File: config.mk
export PLATFORM = sky130hd
export DESIGN_NAME = s_to_p
export DESIGN_NICKNAME = d
export VERILOG_FILES = /design/src/rtl/s_to_p.sv
export SDC_FILE = /design/constraint.sdc
export NUM_CORES = 1
export LEC_CHECK = 0
export ABC_AREA = 0
export CAP_MARGIN = 20
export CELL_PAD_IN_SITES_DETAIL_PLACEMENT = 0
export CELL_PAD_IN_SITES_GLOBAL_PLACEMENT = 1
export CORE_ASPECT_RATIO = 1.4
export CORE_MARGIN = 2
export CORE_UTILIZATION = 42
export DETAILED_ROUTE_END_ITERATION = 12
export PLACE_DENSITY = 0.81
export SLEW_MARGIN = 20
export SYNTH_ARGS = -nofsm -noshare
export SYNTH_HDL_FRONTEND = slang
export SYNTH_SLANG_ARGS = --single-unit
export TNS_END_PERCENT = 10
File: constraint.sdc
create_clock -name clk -period 2.9 [get_ports clk]
set_input_delay 0.435 -clock clk [delete_from_list [all_inputs] [get_ports clk]]
set_output_delay 0.435 -clock clk [all_outputs]
set_load 0.1 [all_outputs]
File: src/rtl/s_to_p.sv
// Serial-to-parallel converter: packs OWIDTH IWIDTH-bit words (first word in MSBs) into one output word.
// Optional S_TO_P_LAST_EN adds i_last/o_last for early emission of a zero-padded partial word.
module s_to_p #(
  parameter int IWIDTH = 8,
  parameter int OWIDTH = 4
) (
  input  logic                     clk,
  input  logic                     rst,
  input  logic [IWIDTH-1:0]        i_data,
  input  logic                     i_valid,
  output logic                     i_ready,
`ifdef S_TO_P_LAST_EN
  input  logic                     i_last,
  output logic                     o_last,
`endif
  output logic [IWIDTH*OWIDTH-1:0] o_data,
  output logic                     o_valid,
  input  logic                     o_ready
);

  localparam int OW = IWIDTH * OWIDTH;
  localparam int CW = (OWIDTH > 1) ? $clog2(OWIDTH) : 1;

  logic [CW-1:0] cnt;
  logic [OW-1:0] acc;
  logic [OW-1:0] merged;
  logic          last_in;
  logic          emit;
  logic          in_xfer;

`ifdef S_TO_P_LAST_EN
  assign last_in = i_last;
`else
  assign last_in = 1'b0;
`endif

  // Slots above cnt are always zero, so merged is also the zero-padded partial word.
  always_comb begin
    merged = acc;
    for (int unsigned k = 0; k < OWIDTH; k++) begin
      if (k == 32'(cnt)) merged[OW-1-IWIDTH*k -: IWIDTH] = i_data;
    end
  end

  assign emit    = (cnt == CW'(OWIDTH - 1)) || last_in;
  assign i_ready = rst && (!emit || !o_valid || o_ready);
  assign in_xfer = i_valid && i_ready;

  always_ff @(posedge clk) begin
    if (!rst) begin
      cnt     <= '0;
      acc     <= '0;
      o_data  <= '0;
      o_valid <= 1'b0;
`ifdef S_TO_P_LAST_EN
      o_last  <= 1'b0;
`endif
    end else begin
      if (o_valid && o_ready) o_valid <= 1'b0;
      if (in_xfer) begin
        if (emit) begin
          o_data  <= merged;
          o_valid <= 1'b1;
          cnt     <= '0;
          acc     <= '0;
`ifdef S_TO_P_LAST_EN
          o_last  <= i_last;
`endif
        end else begin
          acc <= merged;
          cnt <= cnt + CW'(1);
        end
      end
    end
  end

endmodule

==> results of run 1 <==
[sequential cells by signal (all words and copies together), names as in the netlist]
register and count:
o_data 32, acc 24, cnt 2, o_valid 1
[final cells by class]
class	count	area, sq um
well taps	68	85.1
clock inverters	5	52.6
fillers	512	2490
repair buffers	49	408
multi-input cells	146	1120
clock buffers	11	141
flip-flops and latches	59	1180
inverters	3	11.3
[per-stage QoR]
stage | std cells | setup WS (ns)
2_1_floorplan | 220 | 0.580
3_3_place_gp | 325 | 0.910
3_5_place_dp | 325 | 0.869
4_1_cts | 341 | 0.717
5_1_grt | 341 | 0.591
6_report | 341 | 0.726
[power by group]
group / total [mW] / switching (mW) / leakage, nW / internal [mW]
Combinational: 0.169 / 0.103 / 0.811 / 0.0661
Sequential: 0.833 / 0.00869 / 0.476 / 0.824
Clock: 0.743 / 0.327 / 0.0991 / 0.416
Total: 1.74 / 0.438 / 1.39 / 1.31
[worst register-to-register path, cell delays in order, from the launching register on]
cell and delay (ns):
sky130_fd_sc_hd__dfxtp_1 0.40, sky130_fd_sc_hd__inv_1 0.09, sky130_fd_sc_hd__ha_1 0.43, sky130_fd_sc_hd__o21a_1 0.28, sky130_fd_sc_hd__a21oi_2 0.40, sky130_fd_sc_hd__o2bb2ai_1 0.17
[placed cells by master, fill, tap and decap left out, types with 2 or more instances in the layout]
cell / netlist / routed
sky130_fd_sc_hd__dfxtp_1: 59 / 59
sky130_fd_sc_hd__mux2i_1: 57 / 57
sky130_fd_sc_hd__nand2_1: 46 / 46
sky130_fd_sc_hd__buf_4: 3 / 37
sky130_fd_sc_hd__o2bb2ai_1: 24 / 24
sky130_fd_sc_hd__clkdlybuf4s50_1: 0 / 11
sky130_fd_sc_hd__clkbuf_8: 0 / 10
sky130_fd_sc_hd__ha_1: 4 / 4
sky130_fd_sc_hd__inv_1: 3 / 3
sky130_fd_sc_hd__o21a_1: 3 / 3
sky130_fd_sc_hd__a21oi_2: 3 / 3
sky130_fd_sc_hd__clkinv_2: 0 / 3
sky130_fd_sc_hd__and2_1: 2 / 2
[final timing paths]
| check | startpoint | endpoint | slack [ns] | depth (start not counted) |
|---|---|---|---|---|
| worst max-delay path | cnt[0]$_SDFFE_PN0P_ | i_ready | 0.73 | 4 |
| worst max register to register | cnt[0]$_SDFFE_PN0P_ | acc[8]$_SDFFE_PN0P_ | 1.06 | 5 |
| worst min register to register | o_data[6]$_SDFFE_PN0P_ | o_data[6]$_SDFFE_PN0P_ | 0.46 | 2 |
| worst min-delay path | o_data[6]$_SDFFE_PN0P_ | o_data[6]$_SDFFE_PN0P_ | 0.46 | 2 |
[routing by layer]
layer,vias up,GRT usage (%),part of all wire (%)
met4,0,10.7,2.3
met3,8,4.74,4.4
met1,813,25.3,48
met5,-,0,0
met2,32,26.6,45
li1,866,-,-
[cells by family (layout without fill, tap and decap cells)]
group | count (synthesis) | in the layout | synth area share, %
AND/OR/NAND/NOR | 53 | 53 | 9.34
multiplexers | 57 | 57 | 24.1
flip-flops | 59 | 59 | 49.8
AO/OA/AOI/OAI | 32 | 32 | 11.6
adder cells (fa/ha/maj) | 4 | 4 | 2.11
buffers and inverters | 15 | 68 | 3.11
==> results.yml, run 1 <==
clock_tree:
  clock_tree.htree_level_count: 3
  worst_skew_pair.late_latency_ns: 0.34
  cts_resized: 0
  clock-sinks: 59
  post_cts_buffers: 0
  postCtsHoldBufs: 0
  clk_path_buf_depth: 2
  tritoncts.num_buffers: 9
  cts.reportedPaths.clkPinSlew_ns: 0.07
  tritoncts: "done"
  ctsRootBufferMaster: "sky130_fd_sc_hd__clkbuf_8"
timing:
  holdWs_ns: 0.461
  post-route-period-util_pct: 75.0
  drv_slew: 0
  grt_setup_unrepaired: "no"
  clock_skew_ns: 0.00658
  final_hold_viol_count: 0
  setup_violations: 0
  final_period_minus_worst_setup_slack_ns: 2.17
  max-slew-margin-rel_pct: 56.7
  fin_setup_tns_ns: 0
  tightest_slew_ns: 0.649
  max_frequency_mhz: 460
floorplan:
  core.rowCount: 32
  initial_standard_cell_utilization_of_the_core_pct: 43.2
  die_height_um: 92.9
  die_x_um: 67.5
  die_area_sq_um: 6270
  placeableCoreArea_sq_um: 5490
  io_pins: 46
worst_setup_path:
  end_kind: "output port"
  setup.worst_path.start_class: "flip-flop"
  cp_delay_by_family_top: "simple AND/OR/NAND/NOR gates"
  critical-path-max-stage-delay_ns: 0.40
  setup_cp_type: "flip-flop to output port"
  worst_ep_arrival_time_ns: 1.74
  worst_path_max_delay_cell: "sky130_fd_sc_hd__dfxtp_1"
  timing.critical_path.cells: "ha_1, nand3b_1, and2_1, buf_12"
  required_ns: 2.47
  worstPathMaxFanout: 7
  critical_path_buf_inv_count: 1
routing:
  wl_per_cell_um: 14.8
  totalWireLength_um: 5050
  drcViolationCount: 0
  vias: 1719
  detail-route-antenna-nets: 0
  detail_route.iter0.violations: 36
  first_pass_iters: 3
  route.detailed.vias_per_inst: 5.04
logic_synthesis:
  ys_seq_elements: 59
  fraction_of_registers_with_async_set_reset_pct: 0
  mappedNetlistNets: 236
  top_cell_types_by_occurrence_after_synthesis: "sky130_fd_sc_hd__dfxtp_1, sky130_fd_sc_hd__mux2i_1, sky130_fd_sc_hd__nand2_1"
  synth_area_per_cell_sq_um: 10.8
  synthCells: 220
  synthTopCellsByArea: "sky130_fd_sc_hd__dfxtp_1, sky130_fd_sc_hd__mux2i_1, sky130_fd_sc_hd__o2bb2ai_1, sky130_fd_sc_hd__nand2_1, sky130_fd_sc_hd__ha_1"
  yosysWarningCount: 0
  postSynth.topFlopCell: "sky130_fd_sc_hd__dfxtp_1"
  post_synth_num_cell_types: 20
  post-synth-top-area-fraction_pct: 49.8
  synth_enable_flop_cells: 0
  synth_area_leader_cell: "sky130_fd_sc_hd__dfxtp_1"
  synth.yosys.seq_area_share_pct: 49.8
  synth.most_common_cell: "sky130_fd_sc_hd__dfxtp_1"
  syn-cell-area_sq_um: 2370
cells_and_area:
  area_growth_syn_to_layout_pct: 26.3
  antenna_cells_inserted: 0
  finalNetCount: 284
  final_core_utilization_pct: 54.6
  finalInstanceArea_sq_um: 3000
  drive_above_1_share_pct: 20.9
placed_design:
  placed_area_sq_um: 2800
  routabilityCongestion: 0.754
  place.port_buffers: 45
  post-dp-hpwl_um: 3480
global_routing:
  grt.overflow.total: 0
  via_count_of_the_first_global_routing_pass: 1734
  pin_count_of_the_biggest_net_entering_global_routing: 26
  grtUsageTotal_pct: 18.7
  first_pass_grt_wire_length_um: 8650
  grt_antenna_before_repair: 0
status:
  status: "complete, no violations"
power:
  cellPowerDensity_nw_per_um2: 582
  leakagePower_nw: 1.39
  worst_ir_drop_vdd_uv: 342
  p_total_mw: 1.74
worst_hold_path:
  holdCritPathClass: "flip-flop to flip-flop"
job:
  max_cap_viol_count: 0
No activity file was read; power rests on OpenSTA's default activity.
==> inputs of run 2 (changes only) <==
Settings changed: CORE_UTILIZATION 42 to 39, PLACE_DENSITY 0.81 to 0.76.
Clock period 2.9 ns to 2 ns, I/O delays scaled along.
==> run 2 against run 1 <==
Sequential power rose by 45%. Global-route usage fell by 1.9 points. Final cell count rose by 1.5%. Final area rose by 2.0%. Combinational power rose by 51%. Routed wire length rose by 4.1%. Flip-flop and latch count did not move. Critical endpoint unchanged. Largest cell class unchanged. Largest power group unchanged.
==> results.yml, run 2 (same netlist as run 1, synthesis figures left out) <==
status:
  status: "complete, no violations"
clock_tree:
  tritoncts.num_buffers: 9
  cts.reportedPaths.clkPinSlew_ns: 0.06
  worst_skew_pair.late_latency_ns: 0.34
  clock-sinks: 59
  clk_path_buf_depth: 2
  clock_tree.htree_level_count: 3
  tritoncts: "done"
  ctsRootBufferMaster: "sky130_fd_sc_hd__clkbuf_8"
  postCtsHoldBufs: 0
routing:
  totalWireLength_um: 5250
  first_pass_iters: 4
  route.detailed.vias_per_inst: 5.02
  drcViolationCount: 0
  detail-route-antenna-nets: 0
  detail_route.iter0.violations: 43
  vias: 1737
  wl_per_cell_um: 15.2
worst_hold_path:
  holdCritPathClass: "flip-flop to flip-flop"
  hold_end: "o_data[22]$_SDFFE_PN0P_"
  worstHoldPathCells: 2
  hp-start: "o_data[22]$_SDFFE_PN0P_"
power:
  cellPowerDensity_nw_per_um2: 853
  worst_ir_drop_vdd_uv: 522
  leakagePower_nw: 1.42
placed_design:
  routabilityCongestion: 0.719
  pre_cts_ws_ns: 0.304
  place.port_buffers: 45
  post-dp-hpwl_um: 3510
global_routing:
  grtUsageTotal_pct: 16.9
  via_count_of_the_first_global_routing_pass: 1690
  first_pass_grt_wire_length_um: 8630
  grt.overflow.total: 0
  pin_count_of_the_biggest_net_entering_global_routing: 34
  grt_antenna_before_repair: 0
worst_setup_path:
  path_depth: 4
  critical_path_buf_inv_count: 1
  r2r_end: "acc[19]$_SDFFE_PN0P_"
  worst_r2r_startpoint: "cnt[0]$_SDFFE_PN0P_"
  reg2reg_slack_ns: 0.37
  worstPathMaxFanout: 7
  worst_path_max_delay_cell: "sky130_fd_sc_hd__dfxtp_1"
  setup_cp_type: "flip-flop to output port"
  end_kind: "output port"
  worstRegToRegCells: 5
  critical-path-max-stage-delay_ns: 0.40
  worst_ep_arrival_time_ns: 1.52
  timing.critical_path.cells: "ha_2, nand3b_1, and2_1, buf_12"
  cp_delay_by_family_top: "flip-flops"
  setup.worst_path.start_class: "flip-flop"
  required_ns: 1.70
cells_and_area:
  max_ffs_per_register: 32
  leading_registers_by_flop_count: "o_data (32), acc (24), cnt (2)"
  most_flop_heavy_register: "o_data"
  fillers: 565
  antenna_cells_inserted: 0
  area_growth_syn_to_layout_pct: 28.9
  mostFrequentLayoutCells: "sky130_fd_sc_hd__dfxtp_1, sky130_fd_sc_hd__mux2i_1, sky130_fd_sc_hd__nand2_1, sky130_fd_sc_hd__buf_4, sky130_fd_sc_hd__o2bb2ai_1"
  finalNetCount: 287
  drive_above_1_share_pct: 22.8
  final_common_cell: "sky130_fd_sc_hd__dfxtp_1"
timing:
  setup_violations: 0
  grt_setup_unrepaired: "no"
  fin_setup_tns_ns: 0
  max-slew-margin-rel_pct: 68.3
  final_period_minus_worst_setup_slack_ns: 1.82
  worst_slack_ns: 0.181
  drv_slew: 0
  clock_skew_ns: 0.00477
  max_frequency_mhz: 550
  final_hold_viol_count: 0
  tightest_slew_ns: 0.475
  post-route-period-util_pct: 91.0
floorplan:
  placeableCoreArea_sq_um: 5860
  die_area_sq_um: 6730
  core.rowCount: 33
  die_height_um: 96.3
  initial_standard_cell_utilization_of_the_core_pct: 40.4
  io_pins: 46
  die_x_um: 69.9
job:
  max_cap_viol_count: 0
-- run 2: changes by cell type in the layout (fill, tap and decap cells not counted), sizes merged --
cell,previous run,this run
buf,38,41
clkbuf,11,12
clkinv,3,2
-- run 2: how the worst max path moves through the flow --
stage                   end  slack [ns]                 from
floorplan           i_ready        0.07  cnt[0]$_SDFFE_PN0P_
global placement    i_ready        0.30              o_ready
detailed placement  i_ready        0.30              o_ready
CTS                 i_ready        0.01  cnt[0]$_SDFFE_PN0P_
global route        i_ready        0.12  cnt[0]$_SDFFE_PN0P_
finish              i_ready        0.18  cnt[0]$_SDFFE_PN0P_
-- run 2: worst reg2reg max path: cells and delay by family (launching register included) --
| kind | cells | cell delay (ns) |
|---|---|---|
| and+or+nand+nor | 1 | 0.12 |
| adders and majority gates | 1 | 0.29 |
| buffers and inverters | 1 | 0.17 |
| AOI/OAI and AO/OA | 2 | 0.58 |
| DFF | 1 | 0.40 |
-- run 2: cell type report --
class / instances / area (sq um) / area share, %
tap: 70 / 87.6 / 2.87
sequential: 59 / 1180 / 38.7
inverter: 3 / 11.3 / 0.369
clock inverter: 4 / 47.5 / 1.56
timing repair buffer: 52 / 443 / 14.5
clock buffer: 12 / 165 / 5.41
multi-input combinational: 146 / 1120 / 36.6
-- run 2: where the power goes --
| group | total, mW | switching (mW) | internal, mW |
|---|---|---|---|
| clock | 1.14 | 0.472 | 0.672 |
| sequential | 1.21 | 0.0124 | 1.20 |
| combinational | 0.256 | 0.155 | 0.101 |
-- run 2: stage by stage --
| step | hold slack [ns] | std cells | cell area, sq um | total power, mW | utilization (%) |
|---|---|---|---|---|---|
| 6_report | 0.459 | 346 | 3060 | 2.61 | 52.1 |
| 2_1_floorplan | 0.432 | 220 | 2370 | 1.40 | - |
| 5_1_grt | 0.476 | 346 | 3060 | 2.70 | 52.1 |
| 3_3_place_gp | 0.444 | 329 | 2830 | 1.49 | 48.3 |
| 4_1_cts | 0.463 | 345 | 3050 | 2.64 | 52.0 |
| 3_5_place_dp | 0.447 | 329 | 2830 | 1.49 | 48.3 |
-- run 2: routing by layer --
metal | global-route usage (%) | routed length [um]
met1 | 22.2 | 2500
met3 | 3.46 | 208
met2 | 25.0 | 2390
met4 | 11.1 | 159
met5 | 0 | 0
-- run 2: timing repair --
| action | CTS | global route |
|---|---|---|
| setup endpoints to repair | 1 | 1 |
| pin swaps | 0 | 1 |
| buffers inserted | 0 | 1 |
| gates resized for setup | 1 | 0 |
